**src/rtl/imem_loader.sv**
```systemverilog
// imem_loader: boot-time instruction memory loader.
// Receives a byte stream (LEN_HI, LEN_LO, N big-endian words, optional checksum),
// writes the words sequentially into instruction memory, and then releases the
// CPU from reset. The CPU stays in reset during the load and after any error.
// Optional feature macro: IMEM_LOADER_CHKSUM_EN adds a trailing XOR checksum byte.
module imem_loader #(
  parameter int ADDR_W = 8,
  parameter int DATA_W = 16,
  parameter int DEPTH  = 256
) (
  input  logic              clk,
  input  logic              rst,
  input  logic              in_valid,
  input  logic [7:0]        in_data,
  output logic              in_ready,
  output logic              wr_en,
  output logic [ADDR_W-1:0] wr_addr,
  output logic [DATA_W-1:0] wr_data,
  output logic              cpu_rst,
  output logic              done,
  output logic              err,
  output logic [ADDR_W:0]   words
);

  typedef enum logic [2:0] {
    S_LEN_HI = 3'd0,
    S_LEN_LO = 3'd1,
    S_DHI    = 3'd2,
    S_DLO    = 3'd3,
`ifdef IMEM_LOADER_CHKSUM_EN
    S_CSUM   = 3'd4,
`endif
    S_DONE   = 3'd5,
    S_ERR    = 3'd6
  } state_t;

  state_t              state_q, state_d;
  logic [7:0]          len_hi_q, len_hi_d;
  logic [ADDR_W:0]     len_q, len_d;
  logic [7:0]          hi_q, hi_d;
  logic [ADDR_W:0]     words_q, words_d;
  logic                wr_en_q, wr_en_d;
  logic [ADDR_W-1:0]   wr_addr_q, wr_addr_d;
  logic [DATA_W-1:0]   wr_data_q, wr_data_d;
  logic                done_q, done_d;
  logic                err_q, err_d;
  logic                cpu_rst_q, cpu_rst_d;
`ifdef IMEM_LOADER_CHKSUM_EN
  logic [7:0]          csum_q, csum_d;
`endif

  logic                accept;
  logic [15:0]         len_full;
  logic [ADDR_W:0]     words_inc;

  // Ready is a pure decode of the registered state, so no in_valid -> in_ready path exists.
  always_comb begin
    in_ready = (state_q != S_DONE) && (state_q != S_ERR);
  end

  assign accept    = in_valid & in_ready;
  assign len_full  = {len_hi_q, in_data};
  assign words_inc = words_q + {{ADDR_W{1'b0}}, 1'b1};

  // Next-state and datapath updates; status flags are derived from the next state
  // so that cpu_rst drops on the same edge as the final write (or checksum accept).
  always_comb begin
    state_d   = state_q;
    len_hi_d  = len_hi_q;
    len_d     = len_q;
    hi_d      = hi_q;
    words_d   = words_q;
    wr_en_d   = 1'b0;
    wr_addr_d = wr_addr_q;
    wr_data_d = wr_data_q;
`ifdef IMEM_LOADER_CHKSUM_EN
    csum_d    = csum_q;
`endif
    case (state_q)
      S_LEN_HI: if (accept) begin
        len_hi_d = in_data;
        state_d  = S_LEN_LO;
      end
      S_LEN_LO: if (accept) begin
        if (len_full == 16'd0 || len_full > 16'(DEPTH)) begin
          state_d = S_ERR;
        end else begin
          len_d   = len_full[ADDR_W:0];
          state_d = S_DHI;
        end
      end
      S_DHI: if (accept) begin
        hi_d    = in_data;
`ifdef IMEM_LOADER_CHKSUM_EN
        csum_d  = csum_q ^ in_data;
`endif
        state_d = S_DLO;
      end
      S_DLO: if (accept) begin
        wr_en_d   = 1'b1;
        wr_addr_d = words_q[ADDR_W-1:0];
        wr_data_d = DATA_W'({hi_q, in_data});
        words_d   = words_inc;
`ifdef IMEM_LOADER_CHKSUM_EN
        csum_d    = csum_q ^ in_data;
        state_d   = (words_inc == len_q) ? S_CSUM : S_DHI;
`else
        state_d   = (words_inc == len_q) ? S_DONE : S_DHI;
`endif
      end
`ifdef IMEM_LOADER_CHKSUM_EN
      S_CSUM: if (accept) begin
        state_d = (in_data == csum_q) ? S_DONE : S_ERR;
      end
`endif
      S_DONE:  state_d = S_DONE;
      S_ERR:   state_d = S_ERR;
      default: state_d = S_ERR;
    endcase
    done_d    = (state_d == S_DONE);
    err_d     = (state_d == S_ERR);
    cpu_rst_d = (state_d != S_DONE);
  end

  // State and output registers; async reset returns everything to the idle/boot values.
  always_ff @(posedge clk or posedge rst) begin
    if (rst) begin
      state_q   <= S_LEN_HI;
      len_hi_q  <= '0;
      len_q     <= '0;
      hi_q      <= '0;
      words_q   <= '0;
      wr_en_q   <= 1'b0;
      wr_addr_q <= '0;
      wr_data_q <= '0;
      done_q    <= 1'b0;
      err_q     <= 1'b0;
      cpu_rst_q <= 1'b1;
`ifdef IMEM_LOADER_CHKSUM_EN
      csum_q    <= '0;
`endif
    end else begin
      state_q   <= state_d;
      len_hi_q  <= len_hi_d;
      len_q     <= len_d;
      hi_q      <= hi_d;
      words_q   <= words_d;
      wr_en_q   <= wr_en_d;
      wr_addr_q <= wr_addr_d;
      wr_data_q <= wr_data_d;
      done_q    <= done_d;
      err_q     <= err_d;
      cpu_rst_q <= cpu_rst_d;
`ifdef IMEM_LOADER_CHKSUM_EN
      csum_q    <= csum_d;
`endif
    end
  end

  assign wr_en   = wr_en_q;
  assign wr_addr = wr_addr_q;
  assign wr_data = wr_data_q;
  assign done    = done_q;
  assign err     = err_q;
  assign cpu_rst = cpu_rst_q;
  assign words   = words_q;

endmodule

```
**config.mk**
```make
export PLATFORM = sky130hd
export DESIGN_NAME = imem_loader
export DESIGN_NICKNAME = d
export VERILOG_FILES = /design/src/rtl/imem_loader.sv
export SDC_FILE = /design/constraint.sdc
export NUM_CORES = 1
export LEC_CHECK = 0
export BUFFER_PORTS_ARGS = -buffer_cell sky130_fd_sc_hd__buf_2
export CAP_MARGIN = 20
export CORE_ASPECT_RATIO = 2
export CORE_MARGIN = 4
export CORE_UTILIZATION = 41
export DETAILED_ROUTE_END_ITERATION = 8
export GPL_TIMING_DRIVEN = 0
export HOLD_SLACK_MARGIN = 0.02
export SLEW_MARGIN = 40
export SYNTH_ARGS = -nofsm -noshare
export SYNTH_HDL_FRONTEND = slang
export SYNTH_SLANG_ARGS = --single-unit
```
**constraint.sdc**
```tcl
create_clock -name clk -period 2.9 [get_ports clk]
set_input_delay 0.58 -clock clk [delete_from_list [all_inputs] [get_ports clk]]
set_output_delay 0.58 -clock clk [all_outputs]
set_load 0.005 [all_outputs]
```
## After elaboration in Yosys (flattened, before gate mapping)

Cells that the tools add are included.

- Bits in registers: 65
- Bits in latches: 0
- RAM bits: 0
- Memory bits (read-only): 0
- Input bits: 11
- Output and inout port bits: 38
- Logic and storage cells: 42
- Memories: 0

- $add $sub $neg: 1
- $mul: 0
- Div/mod/pow operators: 0
- $lt $le $gt $ge: 1
- Eq/ne operators: 10
- Shifts and indexed selects: 0
- Muxes and demuxes: 9
- Bitwise logic cells: 2
- Reductions and logical operators: 8

Operators with widths:

| cell | count |
|---|---|
| 2-to-1 mux 3 bit | 6 |
| > comparator 16 x 9 -> 1 bit (second input constant) | 1 |
| zero test 16 bit | 1 |
| case mux 3 bit (5 select lines) | 1 |
| adder 9 x 1 -> 9 bit (second input constant) | 1 |
| equality test 3 bit (second input constant) | 3 |
| equality test 9 bit | 1 |
| inequality test 3 bit (second input constant) | 3 |
| equality test 3 x 2 -> 1 bit (second input constant) | 2 |
| AND reduction 2 bit | 3 |
| equality test 3 x 1 -> 1 bit (second input constant) | 1 |
| zero test 3 bit | 1 |
| AND reduction 3 bit | 1 |
| 2-to-1 mux 1 bit | 2 |
| bitwise AND 1 bit | 1 |
| logical AND 1 bit | 1 |
| logical OR 1 bit | 1 |
| NOT 1 bit | 1 |

## Logic depth before layout (Yosys ltp)

Gate-level depths: netlist of run 1.

- Depth after elaboration: 6
- Depth in mapped cells: 7
- Mapped depth without buffers: 7

## Worst setup path after synthesis of run 1

OpenSTA, ideal clock, no wires.

- Path type: input port to flip-flop
- From: input port in_data[0]
- To: register len_q[0]
- Setup time: 0.125 ns
- Data arrival time: 2.009 ns
- Required time: 2.775 ns
- Path slack: 0.766 ns
- Stages: 6
- Buffers on the path: 0
- Cell sequence: nor4_1 > nand2_1 > xor2_1 > nand3_1 > nor3_2 > mux2_2

- Cells in the longest elaborated chain, start to end: 4
- Elaborated cells between the ends (all ways): 5
- Classes of those cells: order compare (1); bitwise (1); reduce/logical (3)

Ends and longest elaborated chain:

| element | RTL line | text |
|---|---|---|
| start, declared | 14 | `input logic [7:0] in_data,` |
| > comparator 16 x 9 -> 1 bit / zero test 16 bit (equally long branches) | 85 | `if (len_full == 16'd0 \|\| len_full > 16'(DEPTH)) begin` |
| logical OR 1 bit | 85 |  |
| NOT 1 bit (no line) | - |  |
| AND reduction 3 bit (no line) | - |  |
| end signal, assigned | 145 | `len_q <= len_d;` |
| end, declared | 39 | `logic [ADDR_W:0] len_q, len_d;` |

Parallel ways exist; a longest one is shown, timed or not.
A chain may end at the register's enable or synchronous reset.

## Worst setup path in the final report of run 1

- From: register words_q[0] (netlist: words[0])
- To: register state_q[2]

- Cells in the longest elaborated chain, start to end: 5

Ends and longest elaborated chain:

| element | RTL line | text |
|---|---|---|
| start, declared | 41 | `logic [ADDR_W:0] words_q, words_d;` |
| start signal, assigned | 147 | `words_q <= words_d;` |
| adder 9 x 1 -> 9 bit | 63 | `assign words_inc = words_q + {{ADDR_W{1'b0}}, 1'b1};` |
| equality test 9 bit | 108 | `state_d = (words_inc == len_q) ? S_DONE : S_DHI;` |
| 2-to-1 mux 3 bit | 108 |  |
| 2-to-1 mux 3 bit | 99 | `S_DLO: if (accept) begin` |
| case mux 3 bit (5 select lines) | 79 | `case (state_q)` |
| via state_d[2] | 37 | `state_t state_q, state_d;` |
| end signal, assigned | 143 | `state_q <= state_d;` |
| end, declared | 37 |  |

The timed path passes the listed nets, and every way through them passes these cells.

==> flow_summary.ini, run 1 <==
[outcome]
status = completed

[global_routing]
antenna_found_initial = 0
grt_start_max_net_pins = 45
grt_pass1_wl_um = 10430
grt_overflow = 0
grt_pass1_vias = 2049
grt_usage_pct = 17.17

[yosys]
synth_area_leaders = dfrtp_1 (57%), nand2_1 (10%), mux2_2 (9.9%), xnor2_1 (3.7%), xor2_1 (2.5%)
synth_top_area_share_pct = 56.51
seq_area_frac_synth_pct = 57.44
syn_nets = 274
ys_types = 35
yosys_warnings = 0
avgSynthCellArea_um2 = 10.82
yosys.area.top_type = dfrtp_1
syn_inst = 262
synth_area_mm2 = 0.002834
ys_ff_latch = 65

[clock_network]
cts_tree = yes
clockRootBuffer = clkbuf_16
clk_latency_ps = 330
clockBufferDepth = 2
path_clk_slew_ps = 50
cts_made_buffers = 9
cts.sinks = 65
ctsHtreeMaxLevel = 3
postCtsSetupBuffers = 0
holdBufCountCts = 0
cts.repair.resized = 0

[power]
pwr-share-seq_pct = 43.0
powerDensity_mw_per_mm2 = 880.5
p_int_mw = 2.195
switchingPower_uw = 887.3
switching_share_pct = 28.78
pwr-share-comb_pct = 23.6
leakage_nw = 1.732
p_clk_share_pct = 33.4
vdd_drop_max_uv = 536.1

[final_layout]
fin_area_mm2 = 0.003501
insertedDiodeCount = 0
area_growth_pct = 23.53
final_common_cell = nand2_1
final_layout_size_suffix_gt1_share_pct = 30.89
final_nets = 334
layout_common_cells = nand2_1 (77), dfrtp_1 (64), buf_2 (48), mux2_2 (25), xnor2_1 (12)
finalNonFillerCells = 415

[timing]
period_minus_slack_ps = 2267
fin_skew_ps = 4.500
final-max-slew-violation-count = 0
whs_ps = 201.4
maxSlewHeadroom_pct = 44.82
finalCritPeriodShare_pct = 78.16
setup_viol = 0
timing.fmax_mhz = 441.2
finalSetupTns_ps = 0
worstMarginPinSlew_ps = 824.7
rsz0062_at_grt = no
hold_viol_final = 0

[place]
place_inst = 399
hpwl_um = 4720
port_buffers = 48
place_area_mm2 = 0.003207
place.gp.congestion = 0.8245

[floorplan]
die_x_um = 66.79
io_pins = 49
core_mm2 = 0.006674
fp-row-count = 42
start_util_pct = 42.46
die_area_mm2 = 0.008387
die-height_um = 125.6

[worst_setup_path]
worstPathRequired_ps = 3160
start_kind = flip-flop
critical_path_class = flip-flop to flip-flop
cp_max_fo = 8
critPathCaptureType = flip-flop
cp.arrival_ps = 2530

[routing]
wl_um = 6284
postRouteAntennaNets = 0
drtIter0Drc = 99
drt-pass1-iter-count = 4
viasPerCell = 4.884
vias = 2027
drc = 0
wire_per_inst_um = 15.14

[job]
max_cap_violations = 0

[min_path]
hold_class = input pin to asynchronous set/reset pin
[critical path: stages (launching register included)]
cell and delay [ps]:
dfrtp_1 500, ha_1 350, inv_1 110, o21a_1 200, or4_1 500, o311ai_1 110
and3_4 290, a221o_1 140
[flip-flops by register name, indices dropped and copies added (netlist names), 3 cells and up]
register	cells
wr_addr	8
words	9
state_q	3
len_hi_q	8
len_q	9
wr_data	16
hi_q	8
[layer usage]
layer,vias to the layer above,share of wire [%],global-route usage (%)
met3,12,3.5,4.668
li1,998,-,-
met4,0,3.5,9.820
met5,-,0,0
met2,40,56,29.10
met1,977,37,18.53
[final timing paths]
path                       cells past startpoint          end  startpoint  slack (ps)
max                                            7   state_q[2]    words[0]         630
min                                            2   wr_addr[4]         rst         200
max reg2reg                                    7   state_q[2]    words[0]         630
min reg2reg                                    2  wr_data[12]     hi_q[4]         460
max in group asynchronous                      3      cpu_rst         rst        2110
min in group clk                               2  wr_data[12]     hi_q[4]         460
[metrics by stage]
step,utilization (%),setup WS (ps),total power [mW]
after global placement,47.71,-53.07,2.056
final,52.46,633.3,3.083
after detailed placement,48.05,306.8,2.084
after floorplan,-,695.2,1.763
after global routing,52.46,403.7,3.294
after CTS,52.46,617.2,3.121
[cell type report]
cell class / instances / area (um^2)
buffer: 10 / 57.56
clock buffer: 14 / 284.0
clock inverter: 2 / 10.01
fill: 650 / 3173
inverter: 5 / 21.27
multi-input combinational: 182 / 1130
sequential: 65 / 1628
tap: 88 / 110.1
timing repair buffer: 49 / 260.3
[cell usage after synthesis]
cell	count
nand2_1	77
dfrtp_1	64
mux2_2	25
xnor2_1	12
clkbuf_1	8
xor2_1	8
nand3_1	7
nor2_1	6
nand4_1	5
nor3_1	5
nor4_1	5
a21oi_1	4
inv_1	4
nor2b_1	4
o21ai_0	4
and3_2	2
clkbuf_8	2
nand2b_1	2
nor3_2	2
a21bo_2	1
a221o_1	1
a22o_2	1
a22oi_1	1
a311oi_1	1
a31oi_1	1
and3_4	1
clkinv_1	1
dfstp_2	1
ha_1	1
mux2i_1	1
o21a_1	1
o311ai_1	1
o31a_2	1
or3_1	1
or4_1	1
[cell families after synthesis]
family          Yosys count  synth area share, %
fa+ha+maj                 1               0.4414
xor+xnor                 20                6.181
flops                    65                57.44
mux                      26                10.29
buf+inv                  15                2.693
simple gates            118                18.76
compound gates           17                4.195
[power by group through the flow]
stage	clock, mW	sequential [mW]	combinational (mW)
floorplan	0	1.34	0.427
global placement	0	1.33	0.724
detailed placement	0	1.34	0.741
CTS	1.05	1.33	0.745
global route	1.11	1.36	0.824
finish	1.03	1.33	0.728
Note: power is estimated with default switching activity, not from simulation.
==> run 2, diff against run 1 <==
--- a/config.mk
+++ b/config.mk
@@ -5,6 +5,7 @@
 export SDC_FILE = /design/constraint.sdc
 export NUM_CORES = 1
 export LEC_CHECK = 0
+export ABC_AREA = 1
 export BUFFER_PORTS_ARGS = -buffer_cell sky130_fd_sc_hd__buf_2
 export CAP_MARGIN = 20
 export CORE_ASPECT_RATIO = 2
==> constraint.sdc (replaced) <==
create_clock -name clk -period 2.35 [get_ports clk]
set_input_delay 0.47 -clock clk [delete_from_list [all_inputs] [get_ports clk]]
set_output_delay 0.47 -clock clk [all_outputs]
set_load 0.005 [all_outputs]
==> run 2 against run 1 <==
Maximum frequency rose by 21%. Core utilization down 0.094 points. Sequential power is 38% higher. Critical path type unchanged. Largest cell class unchanged.
==> flow_summary.ini, run 2 <==
[outcome]
status = completed

[routing]
wire_per_inst_um = 14.33
viasPerCell = 4.892
postRouteAntennaNets = 0
drtIter0Drc = 151
wl_um = 7407
vias = 2529
drt-pass1-iter-count = 4
drc = 0

[worst_setup_path]
critPathCaptureType = flip-flop
cp.arrival_ps = 2100
path_depth = 14
worst_path_dominant_cell_family = simple AND/OR/NAND/NOR gates
start_kind = flip-flop
crit_buf_inv = 2
r2r_slack_ps = 480
cp_max_fo = 6
crit_path_top_delay_cell = dfrtp_1
path_cells = ha_1, nand2_2, clkinv_2, nand3_1, nand2_1, nand2_1, nand2_1, nand2_2, nor2_4, nand4_4, nand2_2, nand2_2, nand2_1, inv_1
critical_path_class = flip-flop to flip-flop
worstPathRequired_ps = 2580
r2r.worst_path.cells = 14
critPathMaxStageDelay_ps = 470

[final_layout]
final_layout_size_suffix_gt1_share_pct = 23.19
layout_common_cells = nand2_1 (124), dfrtp_1 (64), buf_2 (50), o21ai_0 (40), inv_1 (36)
area_growth_pct = 22.78
fin_area_mm2 = 0.003662
largest_register_ffs = 16
final_common_cell = nand2_1
insertedDiodeCount = 0
final_nets = 434
fillers = 694
finalNonFillerCells = 517
layout.core_utilization_pct = 52.36

[yosys]
synth_mux_area_share_pct = 0
yosys_most_used_dff = dfrtp_1
synth_edf_count = 0
synth_area_mm2 = 0.002983
yosys.area_share.simple_pct = 29.15
seq_area_frac_synth_pct = 54.57
syn_inst = 362
yosysMostFrequentCell = nand2_1
ys_ff_latch = 65
yosys.area_share.xor_xnor_pct = 0.2936
synthTopCellsByCount = nand2_1 (124), dfrtp_1 (64), o21ai_0 (40)
yosys.area.top_type = dfrtp_1
syn_nets = 374
avgSynthCellArea_um2 = 8.240
synth-async-reset-ratio_pct = 100.0
synth_top_area_share_pct = 53.69
synth_area_leaders = dfrtp_1 (54%), nand2_1 (16%), o21ai_0 (6.7%), inv_1 (4.7%), nand3_1 (4.2%)
yosys_warnings = 0
ys_types = 26
yosys.area_share.adder_pct = 0.4195
synth_top_family_by_area = simple AND/OR/NAND/NOR gates
synth_compound_area_share_pct = 8.851

[timing]
finalCritPeriodShare_pct = 79.75
fin_skew_ps = 3.716
setup_viol = 0
final-max-slew-violation-count = 0
period_minus_slack_ps = 1874
finalSetupTns_ps = 0
worstMarginPinSlew_ps = 659.7
rsz0062_at_grt = no
maxSlewHeadroom_pct = 56.02
hold_viol_final = 0
timing.fmax_mhz = 533.6

[clock_network]
cts_tree = yes
clockBufferDepth = 2
clockRootBuffer = clkbuf_16
postCtsSetupBuffers = 0
cts.repair.resized = 0
path_clk_slew_ps = 60
cts_made_buffers = 9
ctsHtreeMaxLevel = 3
clk_latency_ps = 330
cts.sinks = 65
holdBufCountCts = 0

[global_routing]
grt_overflow = 0
grt_pass1_vias = 2537
antenna_found_initial = 0
grt_pass1_wl_um = 12300
grt_start_max_net_pins = 37
grt_usage_pct = 19.21

[power]
powerDensity_mw_per_mm2 = 1252
vdd_drop_max_uv = 962.3
leakage_nw = 1.903

[place]
port_buffers = 48
place_area_mm2 = 0.003358
place.gp.congestion = 0.8005
place_inst = 501
hpwl_um = 5496

[floorplan]
die-height_um = 128.6
start_util_pct = 42.65
die_area_mm2 = 0.008786
fp-row-count = 43
die_x_um = 68.31
io_pins = 49
core_mm2 = 0.006994

[job]
max_cap_violations = 0

[min_path]
hold_class = input pin to asynchronous set/reset pin
==> run 2: worst reg2reg max path, cell delays in order (launching register included) <==
cell	delay (ps)
dfrtp_1	470
ha_1	240
nand2_2	90
clkinv_2	110
nand3_1	90
nand2_1	90
nand2_1	50
nand2_1	100
nand2_2	80
nor2_4	130
nand4_4	90
nand2_2	80
nand2_2	50
nand2_1	70
inv_1	30
==> run 2: final cells by class <==
| class | count | area, um^2 | area share (%) |
|---|---|---|---|
| Multi-Input combinational cell | 245 | 1155 | 31.53 |
| Tap cell | 90 | 112.6 | 3.075 |
| Buffer | 10 | 41.29 | 1.127 |
| Clock buffer | 9 | 225.2 | 6.150 |
| Inverter | 42 | 161.4 | 4.407 |
| Clock inverter | 7 | 78.83 | 2.152 |
| Timing Repair Buffer | 49 | 260.3 | 7.106 |
| Sequential cell | 65 | 1628 | 44.45 |
==> run 2: through the flow <==
step	hold slack (ps)	worst slack [ps]	power, mW
global route	197.7	262.0	4.916
detailed placement	459.8	450.3	3.273
CTS	163.6	453.0	4.641
floorplan	442.2	255.2	2.734
global placement	457.8	-543.0	3.222
finish	161.5	475.9	4.584
==> run 2: power breakdown <==
| group | internal [mW] | switching [mW] | leakage [nW] |
|---|---|---|---|
| registers | 1.55 | 0.295 | 0.836 |
| logic | 0.560 | 0.840 | 0.928 |
| clock network | 0.827 | 0.515 | 0.138 |
| total | 2.93 | 1.65 | 1.90 |
==> run 2: worst paths after layout <==
check                           startpoint           to
worst max-delay path              words[0]          err
worst min-delay path                   rst  wr_data[11]
min in group clk                in_data[7]     len_q[7]
worst min register to register  wr_addr[5]   wr_addr[5]
worst max register to register    words[0]          err
max in group asynchronous              rst      cpu_rst
==> run 2: cell families (layout without fill, tap and decap cells) <==
kind of cell / Yosys count / count (layout)
flops: 65 / 65
fa+ha+maj: 1 / 1
buf+inv: 52 / 117
compound gates: 52 / 52
simple gates: 191 / 191
xor+xnor: 1 / 1
==> run 2: routing by layer <==
layer	wire [um]	track usage, %
met1	2847	21.35
met2	4115	33.45
met3	301	4.017
met4	143	9.496
met5	0	0
==> run 3, diff against run 2 <==
==> constraint.sdc (replaced) <==
create_clock -name clk -period 1.5 [get_ports clk]
set_input_delay 0.3 -clock clk [delete_from_list [all_inputs] [get_ports clk]]
set_output_delay 0.3 -clock clk [all_outputs]
set_load 0.005 [all_outputs]
==> run 3 against run 2 <==
The flow now finishes with violations (negative setup slack). Combinational power increased by 99%. Worst setup slack got worse by 690 ps. Core utilization grew 6.4 points. Largest cell class unchanged. Maximum frequency is 9.3% higher. Non-clock buffer count rose by 14. Routed wire length rose by 6.8%. Clock-buffer cell count is the same. Via count grew 4.2%. Flip-flop and latch count unchanged. Clock power is 78% higher. Global-route usage rose by 1.1 points. Cell area rose by 12%.
==> flow_summary.ini, run 3 (synthesis results as in run 2) <==
[final_layout]
multi_input_comb_area_mm2 = 0.001361
area_growth_pct = 37.79
final_layout_size_suffix_gt1_share_pct = 38.55
final_nets = 448
register_area_mm2 = 0.001635
layout_common_cells = nand2_1 (104), dfrtp_1 (58), buf_2 (52), o21ai_0 (40)
fillers = 640
insertedDiodeCount = 0
largest_register_ffs = 16
final_common_cell = nand2_1

[clock_network]
clockRootBuffer = clkbuf_16
cts.sinks = 65
cts_tree = yes
cts_made_buffers = 9
clockBufferDepth = 2
ctsHtreeMaxLevel = 3
clk_latency_ps = 330
path_clk_slew_ps = 60

[power]
pwr-share-comb_pct = 34.3
vdd_drop_max_uv = 993.0
p_int_mw = 5.260
power_mw = 8.131
p_clk_share_pct = 29.4
leakage_nw = 2.062
powerDensity_mw_per_mm2 = 1978
pwr-share-seq_pct = 36.2
switching_share_pct = 35.31
switchingPower_mw = 2.872

[routing]
wire_per_inst_um = 14.90
wl_um = 7914
drt-pass1-iter-count = 6
vias = 2636
viasPerCell = 4.964
drtIter0Drc = 97
postRouteAntennaNets = 0
drc = 0

[worst_setup_path]
worstPathRequired_ps = 1730
critPathCaptureType = flip-flop
critical_path_class = flip-flop to flip-flop
cp.arrival_ps = 1940
cp_max_fo = 5
start_kind = flip-flop

[place]
place.gp.congestion = 0.8346
port_buffers = 48
hpwl_um = 5557
pre_cts_ws_ps = -327.1

[timing]
period_minus_slack_ps = 1715
whs_ps = 272.5
fin_ws_ps = -214.6
fin_skew_ps = 4.936
worstMarginPinSlew_ps = 501.4
maxSlewHeadroom_pct = 66.50
setup_viol = 6
timing.fmax_mhz = 583.2
finalCritPeriodShare_pct = 114.3
rsz0062_at_grt = yes
finalSetupTns_ps = -896.8
final-max-slew-violation-count = 0
hold_viol_final = 0

[floorplan]
fp-row-count = 43
core_mm2 = 0.006994
die-height_um = 128.6
die_x_um = 68.31
io_pins = 49
start_util_pct = 42.65
die_area_mm2 = 0.008786

[global_routing]
grt_pass1_vias = 2703
grt_usage_pct = 20.29
grt_pass1_wl_um = 12990
grt_overflow = 0
antenna_found_initial = 0
grt_start_max_net_pins = 25

[job]
max_cap_violations = 0

[min_path]
hold_class = input pin to flip-flop

[outcome]
violations = negative setup slack
status = finished with violations
[run 3: critical path: stages, from the launching register on]
cell and delay (ps):
dfrtp_2 450, ha_4 190, inv_1 70, nand2_2 100, nand3b_1 110, nand2_2 80, inv_2 60, nand3_2 70
nor2_4 140, nand4_4 100, nand2_2 80, nand2_2 50, nand2_1 70, inv_1 40
[run 3: area by class of cell]
| type | instances | area share [%] |
|---|---|---|
| buffer | 10 | 1.826 |
| clock buffer | 9 | 5.479 |
| clock inverter | 7 | 2.892 |
| inverter | 42 | 4.170 |
| multi-input combinational | 245 | 33.12 |
| sequential | 65 | 39.79 |
| tap | 90 | 2.740 |
| timing repair buffer | 63 | 9.985 |
[run 3: per-stage QoR]
stage	utilization (%)	cell area [um^2]	std cells
5_1_grt	58.77	4110	531
4_1_cts	55.89	3909	525
3_3_place_gp	48.19	3371	500
6_report	58.77	4110	531
2_1_floorplan	-	3018	362
3_5_place_dp	48.98	3426	502
[run 3: metal layers]
layer	routed length [um]	track usage, %
met1	2891	21.53
met2	4505	35.72
met3	264	4.978
met4	252	10.32
met5	0	0
[run 3: final timing paths]
kind | endpoint | slack (ps) | depth (start not counted) | from
worst max-delay path | err | -210 | 13 | words[0]
worst min-delay path | len_q[7] | 270 | 3 | in_data[7]
worst max register to register | err | -210 | 13 | words[0]
worst min register to register | wr_data[12] | 480 | 2 | wr_data[12]
max in group asynchronous | state_q[0] | 270 | 5 | rst
min in group asynchronous | wr_addr[3] | 550 | 3 | rst
[run 3: power by group through the flow]
stage	clock network, mW	logic (mW)	registers, mW
after floorplan	0	1.49	2.87
after global placement	0	2.23	2.90
after detailed placement	0	2.31	2.93
after CTS	2.43	2.55	2.91
after global routing	2.50	3.16	3.05
final	2.39	2.79	2.95
[run 3: repair_timing]
action / in CTS / in global routing
gates resized for setup: 28 / 55
buffers inserted: 6 / 5
pin swaps: 6 / 14
gates cloned: 0 / 1
hold buffers: 1 / 0
endpoints found under the setup margin: 64 / 66
hold endpoints to repair: 18 / 0
